`src/rtl/audio_pkg.sv`:
```
`timescale 1ns / 1ps
// audio_pkg
// Shared constants and types for the audio output path.
//   AUDIO_TICKS_PER_SAMPLE : clk cycles per stereo frame (30 MHz / 44.1 kHz)
//   AUDIO_DEPTH            : default FIFO capacity in stereo frames
//   AUDIO_START_LEVEL      : default frame count that starts playback
//   AUDIO_LOW_LEVEL        : default nearly_empty threshold in frames
//   audio_frame_t          : one stereo frame, left in the upper half
//   play_state_t           : playback FSM states
package audio_pkg;

    localparam int AUDIO_TICKS_PER_SAMPLE = 680;
    localparam int AUDIO_DEPTH            = 64;
    localparam int AUDIO_START_LEVEL      = 40;
    localparam int AUDIO_LOW_LEVEL        = 4;

    typedef struct packed {
        logic signed [15:0] left;
        logic signed [15:0] right;
    } audio_frame_t;

    typedef enum logic {
        ST_FILL = 1'b0,
        ST_PLAY = 1'b1
    } play_state_t;

endpackage

```
`src/rtl/audio_out_fifo_frame_fifo.sv`:
```
`timescale 1ns / 1ps
// frame_fifo
// DEPTH x 32-bit stereo frame store with read/write pointers and level.
// The caller never pushes when full and never pops when empty.
//   clk          : clock
//   resetn       : asynchronous active-low reset (pointers only)
//   i_push       : write i_push_frame at the write pointer
//   i_push_frame : frame to store
//   i_pop        : advance the read pointer
//   o_head_frame : frame at the read pointer (oldest stored frame)
//   o_level      : number of stored frames, 0..DEPTH
module frame_fifo
    import audio_pkg::*;
#(
    parameter int DEPTH = AUDIO_DEPTH
) (
    input  logic                   clk,
    input  logic                   resetn,
    input  logic                   i_push,
    input  audio_frame_t           i_push_frame,
    input  logic                   i_pop,
    output audio_frame_t           o_head_frame,
    output logic [$clog2(DEPTH):0] o_level
);

    localparam int AW = $clog2(DEPTH);
    localparam logic [AW:0] PTR_INC = {{AW{1'b0}}, 1'b1};

    // Storage has no reset so it maps onto RAM; stale contents are never
    // visible because the pointers are cleared.
    audio_frame_t r_mem [DEPTH];

    // One extra MSB on each pointer distinguishes full from empty.
    logic [AW:0] r_wr_ptr;
    logic [AW:0] r_rd_ptr;

    always_ff @(posedge clk or negedge resetn) begin
        if (!resetn) begin
            r_wr_ptr <= '0;
            r_rd_ptr <= '0;
        end else begin
            if (i_push) begin
                r_wr_ptr <= r_wr_ptr + PTR_INC;
            end
            if (i_pop) begin
                r_rd_ptr <= r_rd_ptr + PTR_INC;
            end
        end
    end

    always_ff @(posedge clk) begin
        if (i_push) begin
            r_mem[r_wr_ptr[AW-1:0]] <= i_push_frame;
        end
    end

    // The head is captured by the output registers in the parent on the
    // pop edge, so that register acts as the RAM read register.
    assign o_head_frame = r_mem[r_rd_ptr[AW-1:0]];
    assign o_level      = r_wr_ptr - r_rd_ptr;

endmodule

```
`src/rtl/audio_out_fifo.sv`:
```
`timescale 1ns / 1ps
// audio_out_fifo
// CPU-fed stereo sample FIFO with a fixed-rate playback side. Samples are
// buffered until START_LEVEL frames are held, then one frame is presented
// every TICKS_PER_SAMPLE cycles. Running dry emits a silent frame, flags
// underrun and returns to buffering.
//   clk          : sole clock
//   resetn       : asynchronous active-low reset
//   wr_left      : pulse, latch wr_data[15:0] as the held left sample
//   wr_right     : pulse, push {held left, wr_data[15:0]} as one frame
//   wr_data      : store data, [15:0] is the signed sample
//   level        : current frame count
//   nearly_empty : registered, level < LOW_LEVEL
//   full         : registered, level == DEPTH
//   playing      : high while in PLAY
//   underrun     : sticky, a tick found the FIFO empty
//   overflow     : sticky, a push was dropped because the FIFO was full
//   pcm_left     : left sample of the current output frame
//   pcm_right    : right sample of the current output frame
//   pcm_strobe   : one-cycle pulse when pcm_left/pcm_right update
module audio_out_fifo
    import audio_pkg::*;
#(
    parameter int TICKS_PER_SAMPLE = AUDIO_TICKS_PER_SAMPLE,
    parameter int DEPTH            = AUDIO_DEPTH,
    parameter int START_LEVEL      = AUDIO_START_LEVEL,
    parameter int LOW_LEVEL        = AUDIO_LOW_LEVEL
) (
    input  logic                   clk,
    input  logic                   resetn,
    input  logic                   wr_left,
    input  logic                   wr_right,
    input  logic [31:0]            wr_data,
    output logic [$clog2(DEPTH):0] level,
    output logic                   nearly_empty,
    output logic                   full,
    output logic                   playing,
    output logic                   underrun,
    output logic                   overflow,
    output logic [15:0]            pcm_left,
    output logic [15:0]            pcm_right,
    output logic                   pcm_strobe
);

    localparam int LW = $clog2(DEPTH) + 1;
    localparam int CW = (TICKS_PER_SAMPLE > 1) ? $clog2(TICKS_PER_SAMPLE) : 1;

    localparam logic [CW-1:0] TICK_LAST = CW'(TICKS_PER_SAMPLE - 1);
    localparam logic [CW-1:0] CNT_INC   = {{(CW-1){1'b0}}, 1'b1};
    localparam logic [LW-1:0] LVL_DEPTH = LW'(DEPTH);
    localparam logic [LW-1:0] LVL_START = LW'(START_LEVEL);
    localparam logic [LW-1:0] LVL_LOW   = LW'(LOW_LEVEL);

    play_state_t   r_state;
    logic [CW-1:0] r_tick_cnt;
    logic [15:0]   r_hold_left;
    logic [15:0]   r_pcm_left;
    logic [15:0]   r_pcm_right;
    logic          r_pcm_strobe;
    logic          r_underrun;
    logic          r_overflow;
    logic          r_nearly_empty;
    logic          r_full;

    logic [LW-1:0] w_level;
    logic          w_full_now;
    logic          w_empty_now;
    logic          w_tick;
    logic          w_pop;
    logic          w_push;
    logic          w_push_drop;
    logic [15:0]   w_left_sel;
    audio_frame_t  w_push_frame;
    audio_frame_t  w_head_frame;
    logic          w_unused_data_hi;

    // Upper store bits carry no audio.
    assign w_unused_data_hi = ^wr_data[31:16];

    assign w_full_now  = (w_level == LVL_DEPTH);
    assign w_empty_now = (w_level == '0);
    assign w_tick      = (r_state == ST_PLAY) && (r_tick_cnt == TICK_LAST);
    assign w_pop       = w_tick && !w_empty_now;

    // A simultaneous left store supplies the left half of this very frame.
    assign w_left_sel   = wr_left ? wr_data[15:0] : r_hold_left;
    assign w_push_frame = {w_left_sel, wr_data[15:0]};
    assign w_push       = wr_right && !w_full_now;
    assign w_push_drop  = wr_right && w_full_now;

    frame_fifo #(
        .DEPTH (DEPTH)
    ) u_frame_fifo (
        .clk          (clk),
        .resetn       (resetn),
        .i_push       (w_push),
        .i_push_frame (w_push_frame),
        .i_pop        (w_pop),
        .o_head_frame (w_head_frame),
        .o_level      (w_level)
    );

    always_ff @(posedge clk or negedge resetn) begin
        if (!resetn) begin
            r_hold_left <= '0;
        end else if (wr_left) begin
            r_hold_left <= wr_data[15:0];
        end
    end

    // Playback FSM with the tick counter and registered PCM outputs.
    always_ff @(posedge clk or negedge resetn) begin
        if (!resetn) begin
            r_state      <= ST_FILL;
            r_tick_cnt   <= '0;
            r_pcm_left   <= '0;
            r_pcm_right  <= '0;
            r_pcm_strobe <= 1'b0;
            r_underrun   <= 1'b0;
        end else begin
            r_pcm_strobe <= 1'b0;
            case (r_state)
                ST_FILL: begin
                    // Held at zero so PLAY always starts a full frame period.
                    r_tick_cnt <= '0;
                    if (w_level >= LVL_START) begin
                        r_state <= ST_PLAY;
                    end
                end
                ST_PLAY: begin
                    if (w_tick) begin
                        r_tick_cnt   <= '0;
                        r_pcm_strobe <= 1'b1;
                        if (w_empty_now) begin
                            r_pcm_left  <= '0;
                            r_pcm_right <= '0;
                            r_underrun  <= 1'b1;
                            r_state     <= ST_FILL;
                        end else begin
                            r_pcm_left  <= w_head_frame.left;
                            r_pcm_right <= w_head_frame.right;
                        end
                    end else begin
                        r_tick_cnt <= r_tick_cnt + CNT_INC;
                    end
                end
                default: begin
                    r_state <= ST_FILL;
                end
            endcase
        end
    end

    // Status flags; nearly_empty/full deliberately lag level by one cycle.
    always_ff @(posedge clk or negedge resetn) begin
        if (!resetn) begin
            r_overflow     <= 1'b0;
            r_nearly_empty <= 1'b1;
            r_full         <= 1'b0;
        end else begin
            if (w_push_drop) begin
                r_overflow <= 1'b1;
            end
            r_nearly_empty <= (w_level < LVL_LOW);
            r_full         <= w_full_now;
        end
    end

    assign level        = w_level;
    assign nearly_empty = r_nearly_empty;
    assign full         = r_full;
    assign playing      = (r_state == ST_PLAY);
    assign underrun     = r_underrun;
    assign overflow     = r_overflow;
    assign pcm_left     = r_pcm_left;
    assign pcm_right    = r_pcm_right;
    assign pcm_strobe   = r_pcm_strobe;

endmodule
```
`config.mk`:
```
export PLATFORM = sky130hd
export DESIGN_NAME = audio_out_fifo
export DESIGN_NICKNAME = d
export VERILOG_FILES = /design/src/rtl/audio_pkg.sv /design/src/rtl/audio_out_fifo_frame_fifo.sv /design/src/rtl/audio_out_fifo.sv
export SDC_FILE = /design/constraint.sdc
export NUM_CORES = 2
export LEC_CHECK = 0
export BUFFER_PORTS_ARGS = -buffer_cell sky130_fd_sc_hd__buf_4
export CELL_PAD_IN_SITES_DETAIL_PLACEMENT = 2
export CELL_PAD_IN_SITES_GLOBAL_PLACEMENT = 2
export CORE_UTILIZATION = 49
export CTS_CLUSTER_SIZE = 16
export DETAILED_ROUTE_END_ITERATION = 12
export GPL_ROUTABILITY_DRIVEN = 0
export PLACE_DENSITY_LB_ADDON = 0.05
export SLEW_MARGIN = 20
export SYNTH_ARGS = -nofsm -noshare
export SYNTH_HDL_FRONTEND = slang
export SYNTH_HIERARCHICAL = 1
export SYNTH_SLANG_ARGS = --single-unit
```
`constraint.sdc`:
```
create_clock -name clk -period 7.9 [get_ports clk]
set_clock_uncertainty 0.2 [all_clocks]
set_input_delay 1.185 -clock clk [delete_from_list [all_inputs] [get_ports clk]]
set_output_delay 1.185 -clock clk [all_outputs]
set_load 0.1 [all_outputs]
```
Word-level counts from Yosys, hierarchy flattened
Memories as Yosys holds them, arrays and structs flattened. Cells that the tools add are included.

Register bits: 78. RAM bits: 2048. Input port bits: 36. Output and inout port bits: 45. Word-level logic and storage cells: 44. Memories: 1.

Memory list: u_frame_fifo.r_mem (words 64, bits a word 32, read ports 1, clocked after memory_dff 0, write ports 1, line audio_out_fifo_frame_fifo.sv:31) `audio_frame_t r_mem [DEPTH];`.

$add $sub $neg: 4. Magnitude comparators: 2. Equality and inequality tests: 2. Mux-type cells: 13. Bitwise gates (word level): 1. Reductions and logical operators: 9.

Operator list (number): $mux 16 (3); $pmux 10 s2 (1); $add 7x1->7 const B (2); $add 10x1->10 const B (1); $eq 10x10->1 const B (1); $mux 10 (1); $eq 7x7->1 const B (1); $ge 7x6->1 const B (1); $logic_not 7->1 (1); $lt 7x3->1 const B (1); $mux 1 (7); $sub 7x7->7 (1); $logic_and 1x1->1 (4); $reduce_and 3->1 (1); $logic_not 1->1 (2); $pmux 1 s2 (1); $reduce_and 2->1 (1); $not 1->1 (1).

Longest topological paths before layout
Word-level depth: 6. Gate-level depth with buffers: 20. Gate-level depth less buffers: 15.

Hierarchy
The synthesis kept the hierarchy.

Modules (own cells, without submodules): frame_fifo (instances 1, cells an instance 3574, area an instance 79471.2 sq um, sequential area each 61849.3 sq um); audio_out_fifo (instances 1, cells an instance 239, area an instance 2786.4 sq um, sequential area each 1602.8 sq um).

Worst setup path before layout
OpenSTA, ideal clock, no wires.

Kind: reg2reg. From: register u_frame_fifo.r_rd_ptr[1]. To: memory u_frame_fifo/r_mem[49][0] (netlist name) (enable). Library setup time: 0.461 ns. Arrival time: 7.106 ns. Required time: 7.239 ns. Path slack: 0.133 ns. Cell stages (with the launch flop): 20. Path buffers: 7. Clock period less this slack: 7.767 ns. Cells stage by stage: dfrtp_1 -> buf_4 -> buf_2 -> buf_4 -> buf_2 -> buf_2 -> inv_1 -> ha_1 -> a21o_1 -> a21o_1 -> a21o_1 -> a21oi_1 -> xnor2_1 -> or4_4 -> buf_6 -> nor4b_4 -> nor2b_1 -> clkbuf_1 -> nand4_1 -> nor3_1.

Word-level cells in the longest chain between the ends: 6.

Ends and longest elaborated chain: from (decl) (line audio_out_fifo_frame_fifo.sv:35) `logic [AW:0] r_rd_ptr;`; from (signal assigned) (line audio_out_fifo_frame_fifo.sv:46) `r_rd_ptr <= r_rd_ptr + PTR_INC;`; $sub 7x7->7 (line audio_out_fifo_frame_fifo.sv:60) `assign o_level = r_wr_ptr - r_rd_ptr;`; net level[5] (line audio_out_fifo.sv:34) `output logic [$clog2(DEPTH):0] level,`; $eq 7x7->1 (line audio_out_fifo.sv:80) `assign w_full_now = (w_level == LVL_DEPTH);`; net w_full_now (line audio_out_fifo.sv:66) `logic w_full_now;`; $logic_not 1->1 (line audio_out_fifo.sv:88) `assign w_push = wr_right && !w_full_now;`; $logic_and 1x1->1 (line audio_out_fifo.sv:88); net w_push (line audio_out_fifo.sv:70) `logic w_push;`; $mux 1 (line audio_out_fifo_frame_fifo.sv:52) `if (i_push) begin`; $mux 1 (implied by the code) (line audio_out_fifo_frame_fifo.sv:53) `r_mem[r_wr_ptr[AW-1:0]] <= i_push_frame;`; to (decl) (line audio_out_fifo_frame_fifo.sv:31).

The timed path passes the listed nets, and every way through them passes these cells.

Worst setup path after layout
From: register u_frame_fifo.r_rd_ptr[1]. To: memory u_frame_fifo/r_mem[36][21] (netlist name) (enable).

Word-level cells in the longest chain between the ends: 6.

Ends and longest elaborated chain (line): $sub 7x7->7 (audio_out_fifo_frame_fifo.sv:60); $eq 7x7->1 (audio_out_fifo.sv:80); net w_full_now (audio_out_fifo.sv:66); $logic_not 1->1 (audio_out_fifo.sv:88); $logic_and 1x1->1 (audio_out_fifo.sv:88); net w_push (audio_out_fifo.sv:70); $mux 1 (audio_out_fifo_frame_fifo.sv:52); $mux 1 (implied by the code) (audio_out_fifo_frame_fifo.sv:53).

The timed path passes the listed nets, and every way through them passes these cells.

==> metrics list <==
- In the final routing, the length of wire on met1 measures approximately 100 mm.
* Logic pwr share: about 7.3%
* Final slew viol count: 0
- Insertion delay of the later-clocked pin in the worst-skew pair: 850 ps
- Entering global routing, the biggest net connects about 120 pins.
- Count of endpoints failing setup in the final report: 0
- Die boundary width: approximately 410 um
- Routed wire per std cell: approximately 38 um
* Critical path startpoint: u_frame_fifo/r_rd_ptr[1]
- The most used flip-flop cell after synthesis is sky130_fd_sc_hd__edfxtp_1.
* Via Count: approximately 41,000
* Layout overhead on the synthesized area: 13.1%
- In this run the top signal layer used is met5.
- Count of input and output buffers: between 60 and 70
- Post-CTS setup buffer count: 0
* Critical path arrival: just under 7000 ps
- In this run the power spent charging and discharging nets is between 6 and 7 mW.
- The number of cells on the worst reg-to-reg path is 15.
* Count of pins on the block boundary: 81
- Total DRC errors in the routed layout: 0
* Count of flip-flops with a built-in enable after synthesis: 2,048
- Biggest area contributors in the synthesized netlist: sky130_fd_sc_hd__edfxtp_1, sky130_fd_sc_hd__mux4_2, sky130_fd_sc_hd__dfrtp_1
- The smallest clock period supported by the final layout is computed as between 6000 and 7000 ps.
* Top cells by count, synth: sky130_fd_sc_hd__edfxtp_1, sky130_fd_sc_hd__mux4_2, sky130_fd_sc_hd__nand2_1
- Number of nets still failing antenna checks after routing: 0
- Of the post-synthesis cell area, the dominant cell type holds about three quarters.
- Wire length on met2: around 130 mm
- Yosys instantiated no cell more often than sky130_fd_sc_hd__edfxtp_1.
- Met3 wire length: between 15 and 20 mm
- In this run the mean area of a mapped cell was ~22 um^2.
* Total die area: ~0.17 mm^2
- Measured against its own limit, the worst slew margin works out to between 10% and 20%.
- The first global-routing pass estimated 347 mm of wire.
* Accumulated negative setup slack: 0 ps
- Max Buffers Root-to-Sink: 3
- Counting every instance in the synthesized netlist gives between 3,000 and 4,000.
* # fillers: between 10,000 and 15,000
- The internal power of the cells totals between 15 and 20 mW.
* Number of design-rule violations left by the first detailed-router iteration: roughly 3,800
* Number of buffers added to fix hold violations after cts: 0
- Core area: ~0.17 mm^2
* FMAX: between 150 and 200 MHz
- Tot Pwr: approximately 25 mW
- Power spread over the standard cell area amounts to 272 mW/mm^2.
* Share of the yosys chip area belonging to registers: roughly 77%
* Worst hold-check path type: in -> async
- Per report_power, the sequential group accounts for 51.7% of the total.
- STA puts the critical path data required time at around 8200 ps.
- Number of H-tree branching levels: 4
* Proportion of register bits with asynchronous set or reset after synthesis: under 10%
- Post-CTS sizing: 0
- FF+latch count, synth: approximately 2,100
- The final critical path takes up just over 80% of the cycle.
* Actual slew at the worst max-slew pin: between 1000 and 1500 ps
* Outcome: finished, final reports clean
* Layout Nets: between 4,000 and 5,000
* Number of warning messages in the yosys log: 6
- Post-synthesis instance area: between 0.08 and 0.09 mm^2
- By startpoint and endpoint, the worst setup path is classified as reg -> reg.
* CTS tree: yes
* Netlist cell types: 58
- The floorplan has 150 rows.
- The clock network accounts for between 40% and 50% of the total power.
- Hold Violations, Final: 0
* Number of max-cap violations: 0
- Summed over all nets, the half-perimeter wirelength after detailed placement is around 140 mm.
* Type of destination of the critical path: flip-flop
* Sinks on Clock Net: between 2,000 and 2,500
- In the routed layout, each cell is associated on average with a via count of 6.42.
* RSZ-0062 raised after global routing: no
- For this block, the routed nets add up to roughly 250 mm of wire.
* Global-route congestion overflow total: 0
* Reg-to-reg startpoint: u_frame_fifo/r_rd_ptr[1]
- TritonRoute pass-1 iters: 5
- The worst register-to-register path ends at u_frame_fifo/r_mem[36][21].
- Synthesized Nets: 3,859
- CP Launch Type: flip-flop
- Following the worst setup path forward leads to its endpoint at u_frame_fifo/r_mem[36][21].
- Setup slack, reg-to-reg: between 1000 and 1500 ps
- Top fanout value on the critical path: 43
* Vias in the first global route: 44,500
- Clock transition at the register clock pins on the worst setup and hold paths after CTS: ~60 ps
- Number of antenna violations at the first check in global routing: 19
- TritonCTS created between 200 and 250 clock buffers.
- Die Span Y: between 400 and 500 um
- In this run switching power makes up 24.1% of total power.
- Clock tree root buffer cell: sky130_fd_sc_hd__clkbuf_16
* Post-Route Hold Slack: around 73 ps
* Leakage Power: roughly 29 nW
- Worst vdd ir: around 0.23 mV
* Global-route total usage across every layer: 29.3%
- The biggest area contributor in the post-synthesis netlist is sky130_fd_sc_hd__edfxtp_1.
- Fraction of layout instances using a drive strength above 1: between 20% and 30%
- For this configuration, the core starts out at a cell density of roughly half.
==> how the worst min path moves through the flow <==
stage | depth (start not counted) | slack [ps] | start | endpoint
4_1_cts | 1 | 30 | resetn | pcm_left[13]
3_5_place_dp | 1 | 280 | u_frame_fifo/r_wr_ptr[6] | u_frame_fifo/r_wr_ptr[6]
5_1_grt | 1 | 60 | resetn | pcm_left[4]
6_report | 1 | 70 | resetn | pcm_left[13]
3_3_place_gp | 1 | 260 | underrun | underrun
2_1_floorplan | 1 | 250 | r_tick_cnt[0] | r_tick_cnt[0]
==> stage by stage <==
| step | instance area, um^2 | worst slack (ps) | utilization (%) | std cells |
|---|---|---|---|---|
| 6_report | 93000 | 1350 | 55.8 | 6415 |
| 5_1_grt | 93000 | 1200 | 55.8 | 6411 |
| 4_1_cts | 92900 | 1390 | 55.7 | 6408 |
| 3_5_place_dp | 85800 | 1460 | 51.4 | 6001 |
| 3_3_place_gp | 85600 | 1540 | 51.3 | 5991 |
| 2_1_floorplan | 82300 | 133 | - | 3813 |
==> layer usage <==
layer | global-route usage, % | vias to the layer above
met2 | 49.4 | 1560
li1 | - | 16300
met4 | 6.85 | 12
met5 | 0 | -
met3 | 5.08 | 353
met1 | 40.0 | 22900
==> cells in the final DEF (no fill, tap or decap), types with 8 or more instances in the layout <==
cell type and count:
sky130_fd_sc_hd__a211oi_1 12, sky130_fd_sc_hd__a21oi_1 77, sky130_fd_sc_hd__a221oi_1 29, sky130_fd_sc_hd__a22o_1 13, sky130_fd_sc_hd__a22oi_1 56, sky130_fd_sc_hd__and3_1 30
sky130_fd_sc_hd__buf_12 8, sky130_fd_sc_hd__buf_4 182, sky130_fd_sc_hd__bufinv_16 16, sky130_fd_sc_hd__clkbuf_1 79, sky130_fd_sc_hd__clkbuf_16 224, sky130_fd_sc_hd__clkbuf_8 28
sky130_fd_sc_hd__clkinv_1 18, sky130_fd_sc_hd__clkinv_2 34, sky130_fd_sc_hd__dfrtp_1 73, sky130_fd_sc_hd__edfxtp_1 2048, sky130_fd_sc_hd__ha_1 9, sky130_fd_sc_hd__inv_1 41
sky130_fd_sc_hd__mux2_2 12, sky130_fd_sc_hd__mux2i_1 173, sky130_fd_sc_hd__mux4_2 494, sky130_fd_sc_hd__nand2_1 176, sky130_fd_sc_hd__nand3_1 54, sky130_fd_sc_hd__nor2_1 18
sky130_fd_sc_hd__nor2_4 63, sky130_fd_sc_hd__nor3_1 8, sky130_fd_sc_hd__o211ai_1 13, sky130_fd_sc_hd__o21ai_0 49, sky130_fd_sc_hd__o21ai_1 19, sky130_fd_sc_hd__o22ai_1 19
sky130_fd_sc_hd__or3_1 8, sky130_fd_sc_hd__xnor2_1 11, sky130_fd_sc_hd__xor2_1 9
==> cell families (layout without fill, tap and decap cells) <==
family          after synthesis  in the layout  share of synthesized area, %
fa+ha+maj                    10             10                         0.161
flops                      2126           2126                          77.1
compound gates              320            320                          2.58
other cells                   0              4                             0
buf+inv                     254            648                          1.86
mux                         685            685                          15.9
xor+xnor                     20             20                         0.213
simple gates                398            398                          2.18
==> flip-flops by register name (all words and copies together) (netlist names) <==
signal and flops:
full 1, pcm_right 16, r_hold_left 16, pcm_strobe 1
r_tick_cnt 10, u_frame_fifo/r_rd_ptr 7, nearly_empty 1, u_frame_fifo/r_wr_ptr 7
underrun 1, u_frame_fifo/r_mem 2048, overflow 1, pcm_left 16
playing 1
==> area by class of cell <==
cell class / instances / area (um^2) / share of cell area [%]
antenna: 4 / 10.0 / 0.0108
clock buffer: 331 / 6290 / 6.76
clock inverter: 76 / 810 / 0.870
inverter: 43 / 168 / 0.180
multi-input combinational: 1433 / 17800 / 19.1
sequential: 2126 / 63500 / 68.2
tap: 2204 / 2760 / 2.96
timing repair buffer: 198 / 1730 / 1.86
==> power groups by stage <==
stage	sequential [mW]	clock [mW]	combinational (mW)
3_3_place_gp	13.3	0	1.71
5_1_grt	13.1	10.9	1.93
3_5_place_dp	13.3	0	1.85
6_report	13.1	10.4	1.86
4_1_cts	13.1	10.6	1.86
2_1_floorplan	13.2	0	0.938
==> critical path, cell delays in order, from the launching register on <==
cell and delay (ps):
sky130_fd_sc_hd__dfrtp_4 950, sky130_fd_sc_hd__inv_1 220, sky130_fd_sc_hd__ha_1 340, sky130_fd_sc_hd__a21o_1 190, sky130_fd_sc_hd__a21o_1 200, sky130_fd_sc_hd__a21o_1 190
sky130_fd_sc_hd__a21oi_1 190, sky130_fd_sc_hd__xnor2_1 210, sky130_fd_sc_hd__or4_4 580, sky130_fd_sc_hd__nor4b_4 120, sky130_fd_sc_hd__nor2b_1 210, sky130_fd_sc_hd__buf_4 220
sky130_fd_sc_hd__nor2b_1 290, sky130_fd_sc_hd__nand2_1 670, sky130_fd_sc_hd__nor2_4 1010, sky130_fd_sc_hd__buf_4 390
Note: power is estimated with default switching activity, not from simulation.
